==> config.mk <==
export PLATFORM = sky130hd
export DESIGN_NAME = risk_alarm_ctrl
export DESIGN_NICKNAME = d
export VERILOG_FILES = /design/src/rtl/risk_pkg.sv /design/src/rtl/risk_avg4.sv /design/src/rtl/risk_alarm_ctrl.sv
export SDC_FILE = /design/constraint.sdc
export NUM_CORES = 1
export LEC_CHECK = 0
export ABC_CLOCK_PERIOD_IN_PS = 5900
export BUFFER_PORTS_ARGS = -buffer_cell sky130_fd_sc_hd__buf_2
export CAP_MARGIN = 20
export CORE_ASPECT_RATIO = 0.5
export CORE_UTILIZATION = 61
export CTS_CLUSTER_SIZE = 14
export DETAILED_ROUTE_END_ITERATION = 10
export GPL_ROUTABILITY_DRIVEN = 0
export PLACE_DENSITY = 0.81
export RECOVER_POWER = 50
export SETUP_SLACK_MARGIN = 0.3
export SLEW_MARGIN = 20
export SYNTH_ARGS = -nofsm -noshare
export SYNTH_HDL_FRONTEND = slang
export SYNTH_SLANG_ARGS = --single-unit
==> constraint.sdc <==
create_clock -name clk -period 5.9 [get_ports clk]
set_input_delay 0 -clock clk [delete_from_list [all_inputs] [get_ports clk]]
set_output_delay 0 -clock clk [all_outputs]
set_load 0.005 [all_outputs]
==> src/rtl/risk_pkg.sv <==
// Shared risk-score definitions: level encoding and default alarm thresholds.
package risk_pkg;

  typedef enum logic [1:0] {
    LvlLow  = 2'd0,
    LvlMed  = 2'd1,
    LvlHigh = 2'd2
  } risk_level_e;

  localparam int unsigned MedOnDef   = 40;
  localparam int unsigned MedOffDef  = 35;
  localparam int unsigned HighOnDef  = 70;
  localparam int unsigned HighOffDef = 65;
  localparam int unsigned PersistDef = 3;
  localparam int unsigned RiskMax    = 100;

endpackage

==> src/rtl/risk_avg4.sv <==
// Clamps incoming risk samples and keeps a registered 4-sample moving average,
// raising a one-cycle eval strobe alongside every average update.
module risk_avg4
  import risk_pkg::*;
(
  input  logic       clk_i,
  input  logic       rst_i,
  input  logic [7:0] risk_i,
  input  logic       risk_valid_i,
  output logic [7:0] risk_avg_o,
  output logic       eval_o
);

  logic [7:0]       sample_clamped;
  logic [3:0][7:0]  win_q;
  logic [9:0]       sum_new;
  logic [7:0]       avg_q;
  logic             eval_q;

  assign sample_clamped = (risk_i > 8'(RiskMax)) ? 8'(RiskMax) : risk_i;

  // Average over the window as it will look after the new sample is shifted in.
  assign sum_new = 10'(sample_clamped) + 10'(win_q[0]) + 10'(win_q[1]) + 10'(win_q[2]);

  always_ff @(posedge clk_i) begin
    if (rst_i) begin
      win_q  <= '0;
      avg_q  <= '0;
      eval_q <= 1'b0;
    end else begin
      eval_q <= risk_valid_i;
      if (risk_valid_i) begin
        win_q <= {win_q[2:0], sample_clamped};
        avg_q <= sum_new[9:2];
      end
    end
  end

  assign risk_avg_o = avg_q;
  assign eval_o     = eval_q;

endmodule

==> src/rtl/risk_alarm_ctrl.sv <==
// Hysteretic LOW/MED/HIGH risk classifier with persistence filtering and a
// sticky operator-acknowledged alarm.
module risk_alarm_ctrl
  import risk_pkg::*;
#(
  parameter int unsigned MED_ON   = MedOnDef,
  parameter int unsigned MED_OFF  = MedOffDef,
  parameter int unsigned HIGH_ON  = HighOnDef,
  parameter int unsigned HIGH_OFF = HighOffDef,
  parameter int unsigned PERSIST  = PersistDef
) (
  input  logic       clk,
  input  logic       rst,
  input  logic [7:0] risk_in,
  input  logic       risk_valid,
  input  logic       ack,
  output logic [7:0] risk_avg,
  output logic [1:0] level,
  output logic       alarm,
  output logic       alarm_latched
);

  localparam logic [7:0] MedOn   = 8'(MED_ON);
  localparam logic [7:0] MedOff  = 8'(MED_OFF);
  localparam logic [7:0] HighOn  = 8'(HIGH_ON);
  localparam logic [7:0] HighOff = 8'(HIGH_OFF);
  localparam logic [3:0] Persist = 4'(PERSIST);

  logic [7:0]  avg;
  logic        eval;

  risk_level_e level_q, level_d;
  risk_level_e cand_q, cand_d;
  risk_level_e target;
  logic [3:0]  cnt_q, cnt_d, cnt_step;
  logic        latched_q, latched_d;
  logic        alarm_q;

  risk_avg4 u_avg (
    .clk_i        (clk),
    .rst_i        (rst),
    .risk_i       (risk_in),
    .risk_valid_i (risk_valid),
    .risk_avg_o   (avg),
    .eval_o       (eval)
  );

  always_comb begin
    target = LvlLow;
    unique case (level_q)
      LvlLow: begin
        if (avg >= HighOn)     target = LvlHigh;
        else if (avg >= MedOn) target = LvlMed;
        else                   target = LvlLow;
      end
      LvlMed: begin
        if (avg >= HighOn)     target = LvlHigh;
        else if (avg < MedOff) target = LvlLow;
        else                   target = LvlMed;
      end
      LvlHigh: begin
        if (avg < MedOff)       target = LvlLow;
        else if (avg < HighOff) target = LvlMed;
        else                    target = LvlHigh;
      end
      default: target = LvlLow;
    endcase
  end

  always_comb begin
    level_d   = level_q;
    cand_d    = cand_q;
    cnt_d     = cnt_q;
    cnt_step  = '0;
    latched_d = latched_q;

    if (eval) begin
      if (target == level_q) begin
        cnt_d = '0;
      end else begin
        if (target == cand_q && cnt_q != 4'd0) begin
          cnt_step = (cnt_q == 4'hF) ? cnt_q : cnt_q + 4'd1;
        end else begin
          cand_d   = target;
          cnt_step = 4'd1;
        end
        if (cnt_step >= Persist) begin
          level_d = target;
          cnt_d   = '0;
        end else begin
          cnt_d = cnt_step;
        end
      end
    end

    // Entering or staying HIGH dominates any acknowledge in the same cycle.
    if (level_d == LvlHigh) begin
      latched_d = 1'b1;
    end else if (ack && level_q != LvlHigh) begin
      latched_d = 1'b0;
    end
  end

  always_ff @(posedge clk) begin
    if (rst) begin
      level_q   <= LvlLow;
      cand_q    <= LvlLow;
      cnt_q     <= '0;
      latched_q <= 1'b0;
      alarm_q   <= 1'b0;
    end else begin
      level_q   <= level_d;
      cand_q    <= cand_d;
      cnt_q     <= cnt_d;
      latched_q <= latched_d;
      alarm_q   <= (level_d == LvlHigh);
    end
  end

  assign risk_avg      = avg;
  assign level         = level_q;
  assign alarm         = alarm_q;
  assign alarm_latched = latched_q;

endmodule

==> metrics, run 1 <==
drt first pass iters=4; CP startpoint kind=input pin; clock slew at reported path FFs=0.08 ns; reg2reg start=u_avg.win_q[0]; R2R depth=13; max-slew headroom at the worst pin=-33.62%; CTS tree=built; htree depth=2; clock tree buffer depth=2; Max Cap Viol=1; setup TNS=0 ns; Setup Buffers After CTS=0; syn nets=352; Max Freq=0.2260 GHz; Post-Synth XOR/XNOR Area=3.153%; status=finished, violations left; Final Util=72.97%; P&R area growth vs syn=8.333%; Cells after Synth=313; Worst VDD drop=0.0001106 V; commonest non-fill, non-tap cell in the layout=dfxtp_1; critical register-to-register path endpoint=u_avg.risk_avg_o[7]; multiplexer area fraction after synthesis=10.41%; crit path kind=input pin to flop; largest family of logic cells by synthesized area=simple AND/OR/NAND/NOR gates; Crit path arrival time=4.62 ns; share of layout cells above drive strength 1=14.33%; most frequent cells in the layout=43 x dfxtp_1, 42 x nor2_1, 42 x inv_1, 24 x mux2i_1, 19 x buf_2; Vias=2,101; DR DRC count=0; asr flop ratio synth=0%; post-synthesis compound-gate area fraction=16.53%; Final Instance Count excl. Fillers=389; Chip Height=49.72 um; Slew Limit Fails=34; largest net degree at the start of global routing=48; RSZ-0062 raised after global routing=false; PwrDens=215.4 nW/um^2; Core Region=4124 um^2; # rows=16; Setup violations, final=0; min-delay worst type=input pin to flop; initial antenna violation count=0; first-pass GRT wire length=8.880 mm; vias in the first global route=2,004; Hold Path End=alarm_latched; EDFF count, synth=0; die area=4844 um^2; WL final=4.998 mm; Seq cells post-synth=43; Leak Pwr=1.355 nW; Iteration-0 DRC Markers=68; Post-Synth Simple-Gate Area=17.16%; Fillers=334; Resize count post-CTS=0; WL per Instance=12.85 um; Synthesis Warnings=0; Inserted Clock Buffers=5; via/cell ratio=5.401; mapped cell area=2778 um^2; synthesized area per cell=8.874 um^2; Yosys cell types=54; Worst Clk Skew=0.004587 ns; final net count=373; initial core utilization=67.35%; die width=97.43 um; final worst path period need=4.425 ns; ys flop type=dfxtp_1; I/O pin cnt=24; Synth area leader=dfxtp_1; Placed Cells incl. Taps=380; Hold Path Origin=ack; CP max FO=6; total grt overflow=0; CTS Root Cell=clkbuf_8; worst skew pair latency=0.29 ns; Hold Path Cell Cnt=4; Fin. Hold Viols=0; Buffers on Ports=23; synthesized-area fraction occupied by adder cells=14.59%; ANT nets after route=0; Total GRT Usage=22.89%; Worst Setup End Kind=flop; Worst Max-Slew Pin Slew=2.004 ns; synth top area cells=dfxtp_1 31%, mux2i_1 8.6%, ha_1 8.1%; register area share after synthesis=30.99%; period utilisation layout=75.00%; violated checks=capacitance limit, slew limit; worst endpoint required time=6.10 ns; clk sinks=43; post-DP HPWL=3.762 mm; antenna cells=0; r2r setup slk=2.23 ns; post-synth top area share=30.99%
## flip-flops by register name (all words and copies together), names as in the netlist
name,flops
alarm,1
alarm_latched,1
cand_q,2
cnt_q,4
level,2
u_avg.eval_o,1
u_avg.risk_avg_o,8
u_avg.win_q,24
## what timing repair did
action / CTS / global route
endpoints found under the setup margin: 0 / 0
hold buffers: 1 / 0
endpoints found under the hold margin: 1 / 0
## worst max-delay path, cell delays in order
cell           delay [ns]
dlygate4sd3_1        0.53
buf_2                0.12
o21ai_0              0.06
nand2_1              0.08
a31oi_1              0.40
and2_1               0.22
ha_1                 0.18
inv_1                0.06
fa_1                 0.46
fa_1                 0.50
or2_2                0.33
fa_1                 0.39
nor2b_1              0.16
o21ai_0              0.12
a21boi_0             0.26
o21ai_0              0.14
a21boi_0             0.24
o21ai_0              0.12
a311oi_1             0.25
## per-layer routing
metal,wire [um],up-vias,track usage (%)
li1,-,1094,-
met1,2519,978,29.47
met2,2290,22,38.81
met3,142,7,5.816
met4,45,0,5.882
met5,0,-,0
## cells by family after synthesis
kind of cell,Yosys count
AOI/OAI and AO/OA,56
xor gates and xnor gates,10
adders and majority gates,27
buffers and inverters,52
DFF,43
muxes,27
other,1
and+or+nand+nor,97
## cells in the mapped netlist, types with 4 or more instances
master,number
nor3_1,6
fa_1,9
ha_1,18
inv_1,42
mux2i_1,24
xnor2_1,7
dfxtp_1,43
a21o_1,4
nand2_1,16
a21oi_1,15
nor2b_1,5
nand2b_1,4
o21ai_0,11
nor2_1,42
clkbuf_1,8
nor3b_1,4
## power by group
group	switching [mW]	internal [mW]	total [mW]	leakage (nW)
Clock	0.0969	0.0832	0.180	0.0422
Combinational	0.0791	0.0702	0.149	0.963
Sequential	0.0170	0.302	0.319	0.350
Total	0.193	0.455	0.648	1.36
## stage by stage
step,total power [mW],setup slack [ns],area (um^2),hold slack (ns)
2_1_floorplan,0.4397,2.240,2778,0.1722
3_3_place_gp,0.4666,1.933,2923,0.2911
3_5_place_dp,0.4743,1.634,2923,0.2953
4_1_cts,0.6539,1.471,3014,0.02295
5_1_grt,0.6867,1.018,3009,0.04605
6_report,0.6481,1.475,3009,0.03120
## layout make-up
| class | instances | area, um^2 | share of cell area, % |
|---|---|---|---|
| repair buffers | 24 | 120.1 | 3.992 |
| multi-input cells | 218 | 1722 | 57.21 |
| flip-flops and latches | 43 | 860.8 | 28.61 |
| inverters | 42 | 157.7 | 5.239 |
| clock inverters | 1 | 5.005 | 0.1663 |
| clock buffers | 7 | 76.32 | 2.536 |
| well taps | 54 | 67.56 | 2.245 |
## worst max-delay path by stage
| stage | from | endpoint | depth (start not counted) |
|---|---|---|---|
| floorplan | risk_in[0] | u_avg.risk_avg_o[7] | 17 |
| CTS | risk_in[2] | u_avg.risk_avg_o[7] | 19 |
| finish | risk_in[2] | u_avg.risk_avg_o[7] | 19 |
| global route | risk_in[2] | u_avg.risk_avg_o[7] | 19 |
| detailed placement | risk_in[0] | u_avg.risk_avg_o[7] | 18 |
| global placement | risk_in[0] | u_avg.risk_avg_o[7] | 18 |
(Power assumes the default switching activity.)
==> run 2: changes to the inputs <==
--- a/config.mk
+++ b/config.mk
@@ -5,15 +5,16 @@
 export SDC_FILE = /design/constraint.sdc
 export NUM_CORES = 1
 export LEC_CHECK = 0
-export ABC_CLOCK_PERIOD_IN_PS = 5900
+export ABC_AREA = 1
+export ABC_CLOCK_PERIOD_IN_PS = 3650
 export BUFFER_PORTS_ARGS = -buffer_cell sky130_fd_sc_hd__buf_2
 export CAP_MARGIN = 20
 export CORE_ASPECT_RATIO = 0.5
-export CORE_UTILIZATION = 61
+export CORE_UTILIZATION = 53
 export CTS_CLUSTER_SIZE = 14
 export DETAILED_ROUTE_END_ITERATION = 10
 export GPL_ROUTABILITY_DRIVEN = 0
-export PLACE_DENSITY = 0.81
+export PLACE_DENSITY = 0.75
 export RECOVER_POWER = 50
 export SETUP_SLACK_MARGIN = 0.3
 export SLEW_MARGIN = 20
==> constraint.sdc (replaced) <==
create_clock -name clk -period 3.65 [get_ports clk]
set_input_delay 0 -clock clk [delete_from_list [all_inputs] [get_ports clk]]
set_output_delay 0 -clock clk [all_outputs]
set_load 0.005 [all_outputs]
==> metrics, run 2 <==
# rows=17; Setup violations, final=0; synth top area cells=dfxtp_1 33%, inv_1 11%, ha_1 8.6%; Max Cap Viol=0; status=completed; WL per Instance=12.73 um; clock tree buffer depth=2; die area=5224 um^2; post-DP HPWL=3.981 mm; count leader, synth=inv_1; ys flop type=dfxtp_1; reg2reg start=u_avg.win_q[2]; Synthesis Warnings=0; Leak Pwr=1.457 nW; initial antenna violation count=0; die width=101.2 um; Inserted Clock Buffers=5; Slew Limit Fails=0; sequential fraction of design power=44.5%; final worst path period need=3.323 ns; Total GRT Usage=22.86%; Largest register FFs=24; RSZ-0062 raised after global routing=false; Final Util=67.26%; crit path kind=flop to flop; min-delay worst type=input pin to flop; synthesized area per cell=7.606 um^2; largest net degree at the start of global routing=28; antenna cells=0; CTS Root Cell=clkbuf_8; Cells after Synth=343; Synth area leader=dfxtp_1; Iteration-0 DRC Markers=113; htree depth=2; clock slew at reported path FFs=0.08 ns; Fillers=401; Placed Cells incl. Taps=428; Yosys cell types=36; Worst VDD drop=0.0001579 V; Hold Path Origin=risk_in[1]; WL final=5.664 mm; register area share after synthesis=33.00%; first-pass GRT wire length=9.114 mm; setup TNS=0 ns; Int Power=0.7836 mW; Gate power share=25.7%; mapped cell area=2609 um^2; drt first pass iters=4; max-slew headroom at the worst pin=37.35%; CP max FO=4; CTS tree=built; Worst Clk Skew=0.003185 ns; Clk network pwr share=29.8%; total grt overflow=0; P&R area growth vs syn=17.36%; CP startpoint kind=flop; switching portion of total power=31.27%; PwrDens=372.4 nW/um^2; Worst Setup End Kind=flop; ANT nets after route=0; post-synth top area share=33.00%; asr flop ratio synth=0%; Crit path arrival time=3.52 ns; Vias=2,268; initial core utilization=57.31%; I/O pin cnt=24; most frequent cells in the layout=74 x inv_1, 55 x nand2_1, 43 x dfxtp_1, 23 x nor2_1, 22 x o22ai_1; share of layout cells above drive strength 1=16.36%; worst skew pair latency=0.30 ns; vias in the first global route=2,077; commonest non-fill, non-tap cell in the layout=inv_1; Buffers on Ports=23; Seq cells post-synth=43; period utilisation layout=91.05%; EDFF count, synth=0; Core Region=4552 um^2; final net count=417; Chip Height=51.61 um; worst endpoint required time=3.85 ns; Fin. Hold Viols=0; Worst Max-Slew Pin Slew=0.9375 ns; Commonest cells post-synth=74 x inv_1, 52 x nand2_1, 43 x dfxtp_1; syn nets=382; via/cell ratio=5.097; CP startpoint=u_avg.win_q[2]; DR DRC count=0; P_sw=0.3565 mW; Top reg by flops=u_avg.win_q; clk sinks=43; Final Instance Count excl. Fillers=445; Max Freq=0.3009 GHz
run 2: metrics by stage:
step                      setup WS [ns]  hold slack [ns]  power (mW)  area [um^2]
final                            0.3266          0.03141       1.140         3062
after global routing             0.1712          0.04847       1.199         3062
after CTS                        0.3149          0.07542       1.112         2958
after detailed placement      -0.009989           0.2669      0.7745         2788
after global placement          0.07343           0.2585      0.7631         2788
after floorplan                  0.3690          0.07198      0.7104         2609
run 2: layout make-up:
class                           instances  area [um^2]  share of cell area [%]
Inverter                               78        292.8                   9.563
Sequential cell                        43        860.8                   28.12
Tap cell                               66        82.58                   2.697
Timing Repair Buffer                   33        198.9                   6.498
Multi-Input combinational cell        217         1526                   49.86
Clock buffer                            8        100.1                   3.269
run 2: power by group through the flow:
stage	clock, mW	combinational [mW]	sequential [mW]
6_report	0.339	0.293	0.507
5_1_grt	0.358	0.331	0.510
4_1_cts	0.341	0.265	0.506
3_5_place_dp	0	0.257	0.517
3_3_place_gp	0	0.247	0.516
2_1_floorplan	0	0.195	0.515
run 2: layer usage:
metal	GRT usage (%)	wire, um
met2	40.82	2789
met4	6.522	78
met5	0	0
met1	28.17	2608
met3	4.973	186
run 2: critical path: stages (launching register included):
cell	delay, ns
dfxtp_1	0.40
ha_4	0.24
a21oi_1	0.16
nand2_1	0.12
a21oi_1	0.18
o21bai_1	0.14
nand2_1	0.09
nand2_1	0.05
a21oi_1	0.15
xor2_1	0.20
fa_1	0.44
inv_1	0.07
ha_1	0.27
nand2_1	0.13
a21oi_2	0.05
a211oi_2	0.18
a21oi_1	0.10
o221a_2	0.24
run 2: timing repair:
action / 4_1_cts / 5_1_grt
setup endpoints to repair: 0 / 4
endpoints found under the hold margin: 9 / 0
gates resized for setup: 0 / 21
setup buffers: 0 / 2
hold buffers: 7 / 0
run 2: cells by family after synthesis:
kind of cell,count (synthesis),share of synthesized area [%]
simple gates,113,20.62
buf+inv,83,12.23
compound gates,68,15.78
flops,43,33.00
fa+ha+maj,27,15.54
xor+xnor,8,2.686
other cells,1,0.1437
run 2: path summary, 6_finish.rpt:
check / slack [ns] / cells after the start / end
min: 0.03 / 3 / u_avg.win_q[1]
max: 0.33 / 17 / u_avg.risk_avg_o[6]
min reg2reg: 0.47 / 2 / u_avg.win_q[7]
max reg2reg: 0.33 / 17 / u_avg.risk_avg_o[6]
==> run 3: changes to the inputs <==
--- a/config.mk
+++ b/config.mk
@@ -10,14 +10,15 @@
 export BUFFER_PORTS_ARGS = -buffer_cell sky130_fd_sc_hd__buf_2
 export CAP_MARGIN = 20
 export CORE_ASPECT_RATIO = 0.5
-export CORE_UTILIZATION = 53
+export CORE_UTILIZATION = 54
 export CTS_CLUSTER_SIZE = 14
 export DETAILED_ROUTE_END_ITERATION = 10
 export GPL_ROUTABILITY_DRIVEN = 0
-export PLACE_DENSITY = 0.75
+export PLACE_DENSITY = 0.76
 export RECOVER_POWER = 50
 export SETUP_SLACK_MARGIN = 0.3
 export SLEW_MARGIN = 20
 export SYNTH_ARGS = -nofsm -noshare
 export SYNTH_HDL_FRONTEND = slang
+export SYNTH_HIERARCHICAL = 1
 export SYNTH_SLANG_ARGS = --single-unit
==> metrics, run 3 <==
status=completed; P&R area growth vs syn=10.10%; Top reg by flops=u_avg/win_q; Placed Cells incl. Taps=442; CP startpoint kind=input pin; CTS tree=built; CTS Root Cell=clkbuf_8; synthesized area per cell=7.532 um^2; Max Cap Viol=0; Hold Path Cell Cnt=4; Yosys cell types=34; clk sinks=43; R2R depth=12; post-DP HPWL=3.844 mm; drt first pass iters=5; worst skew pair latency=0.29 ns; Slew Limit Fails=0; Fin. Hold Viols=0; final net count=421; htree depth=2; via/cell ratio=4.845; die area=5282 um^2; Final Instance Count excl. Fillers=451; Fillers=428; post-synth top area share=32.01%; Hold Path Origin=risk_in[6]; Total GRT Usage=20.80%; Inserted Clock Buffers=5; period utilisation layout=73.31%; clock slew at reported path FFs=0.08 ns; Tot Pwr=1.151 mW; reg2reg start=u_avg/win_q[1]; initial core utilization=58.52%; Worst VDD drop=0.0001635 V; initial antenna violation count=0; Worst Clk Skew=0.007072 ns; Crit path arrival time=2.87 ns; Hold Path End=u_avg/win_q[6]; most frequent cells in the layout=89 x nand2_1, 80 x inv_1, 43 x dfxtp_1, 22 x nor2_1, 19 x nand3_1; Post-Place Worst Slack=0.6955 ns; Leak Pwr=1.429 nW; Synth area leader=dfxtp_1; max-slew headroom at the worst pin=33.02%; Chip Height=51.90 um; Worst Setup End Kind=flop; antenna cells=0; first-pass GRT wire length=8.342 mm; vias in the first global route=2,022; Resize count post-CTS=0; Final Util=64.43%; clock tree buffer depth=2; crit path kind=input pin to flop; syn nets=394; Worst Max-Slew Pin Slew=1.001 ns; # rows=17; Buffers on Ports=23; Cells after Synth=357; synth top area cells=dfxtp_1 32%, nand2_1 12%, fa_1 12%; count leader, synth=nand2_1; worst endpoint required time=3.84 ns; min-delay worst type=input pin to flop; DR DRC count=0; ANT nets after route=0; share of layout cells above drive strength 1=15.32%; mapped cell area=2689 um^2; Setup violations, final=0; asr flop ratio synth=0%; Largest register FFs=24; setup ws final=0.9740 ns; I/O pin cnt=24; area taken by multi-input logic gates=1470 um^2; Seq cells post-synth=43; RSZ-0062 raised after global routing=false; Core Region=4594 um^2; Vias=2,185; critical register-to-register path endpoint=u_avg/risk_avg_o[3]; total grt overflow=0; Commonest cells post-synth=89 x nand2_1, 79 x inv_1, 43 x dfxtp_1; ys flop type=dfxtp_1; die width=101.8 um; Synthesis Warnings=6; Iteration-0 DRC Markers=72; final worst path period need=2.676 ns; r2r setup slk=1.01 ns; EDFF count, synth=0; register area share after synthesis=32.01%; CP max FO=5; Max Freq=0.3737 GHz; register area=860.8 um^2; WL final=4.917 mm; PwrDens=388.7 nW/um^2; setup TNS=0 ns; commonest non-fill, non-tap cell in the layout=nand2_1; WL per Instance=10.90 um; largest net degree at the start of global routing=17
[run 3: layout make-up]
cell class	instances	area share, %
Tap cell	66	2.790
Clock buffer	6	2.790
Clock inverter	2	1.183
Timing Repair Buffer	24	3.973
Sequential cell	43	29.08
Inverter	83	10.52
Multi-Input combinational cell	227	49.66
[run 3: worst max-delay path by stage]
stage	depth (start not counted)	slack, ns	from	endpoint
6_report	16	0.97	risk_in[1]	u_avg/risk_avg_o[3]
5_1_grt	18	0.76	risk_in[1]	u_avg/risk_avg_o[5]
4_1_cts	16	1.0	risk_in[1]	u_avg/risk_avg_o[3]
3_5_place_dp	16	0.70	risk_in[1]	u_avg/risk_avg_o[3]
3_3_place_gp	16	0.76	risk_in[1]	u_avg/risk_avg_o[3]
2_1_floorplan	15	0.97	risk_in[1]	u_avg/risk_avg_o[3]
[run 3: per-layer routing]
layer	track usage (%)	wire length (um)
met3	5.780	186
met5	0	0
met4	5.314	38
met2	37.27	2255
met1	24.89	2437
[run 3: critical path: stages]
cell     delay [ns]
buf_2          0.10
o21ai_1        0.12
nand2_1        0.07
nand3_1        0.07
nand2_1        0.09
or2_1          0.26
fa_1           0.48
inv_1          0.05
fa_1           0.49
inv_1          0.07
fa_1           0.46
nand3_1        0.10
nand2_1        0.09
or2_2          0.28
nand3_1        0.07
nand2_1        0.06
[run 3: per-stage QoR]
| stage | hold WS, ns | instance area, um^2 |
|---|---|---|
| 4_1_cts | 0.02209 | 2983 |
| 6_report | 0.02934 | 2960 |
| 5_1_grt | 0.04337 | 2960 |
| 3_5_place_dp | 0.3150 | 2855 |
| 3_3_place_gp | 0.2946 | 2855 |
| 2_1_floorplan | 0.06907 | 2689 |
[run 3: kinds of logic after synthesis]
family	count (synthesis)	synth area share [%]
compound gates	44	11.91
xor+xnor	1	0.3258
fa+ha+maj	25	16.10
buf+inv	87	12.75
flops	43	32.02
other cells	1	0.1395
simple gates	156	26.76
[run 3: timing repair]
action,in CTS,in global routing
endpoints found under the hold margin,1,0
hold buffers,1,0
endpoints found under the setup margin,0,0
buffers inserted,0,0
[run 3: power breakdown]
| part | total, mW | switching (mW) | internal, mW | leakage (nW) |
|---|---|---|---|---|
| registers | 0.512 | 0.0208 | 0.491 | 0.350 |
| logic | 0.261 | 0.165 | 0.0965 | 1.02 |
| clock network | 0.377 | 0.156 | 0.221 | 0.0612 |
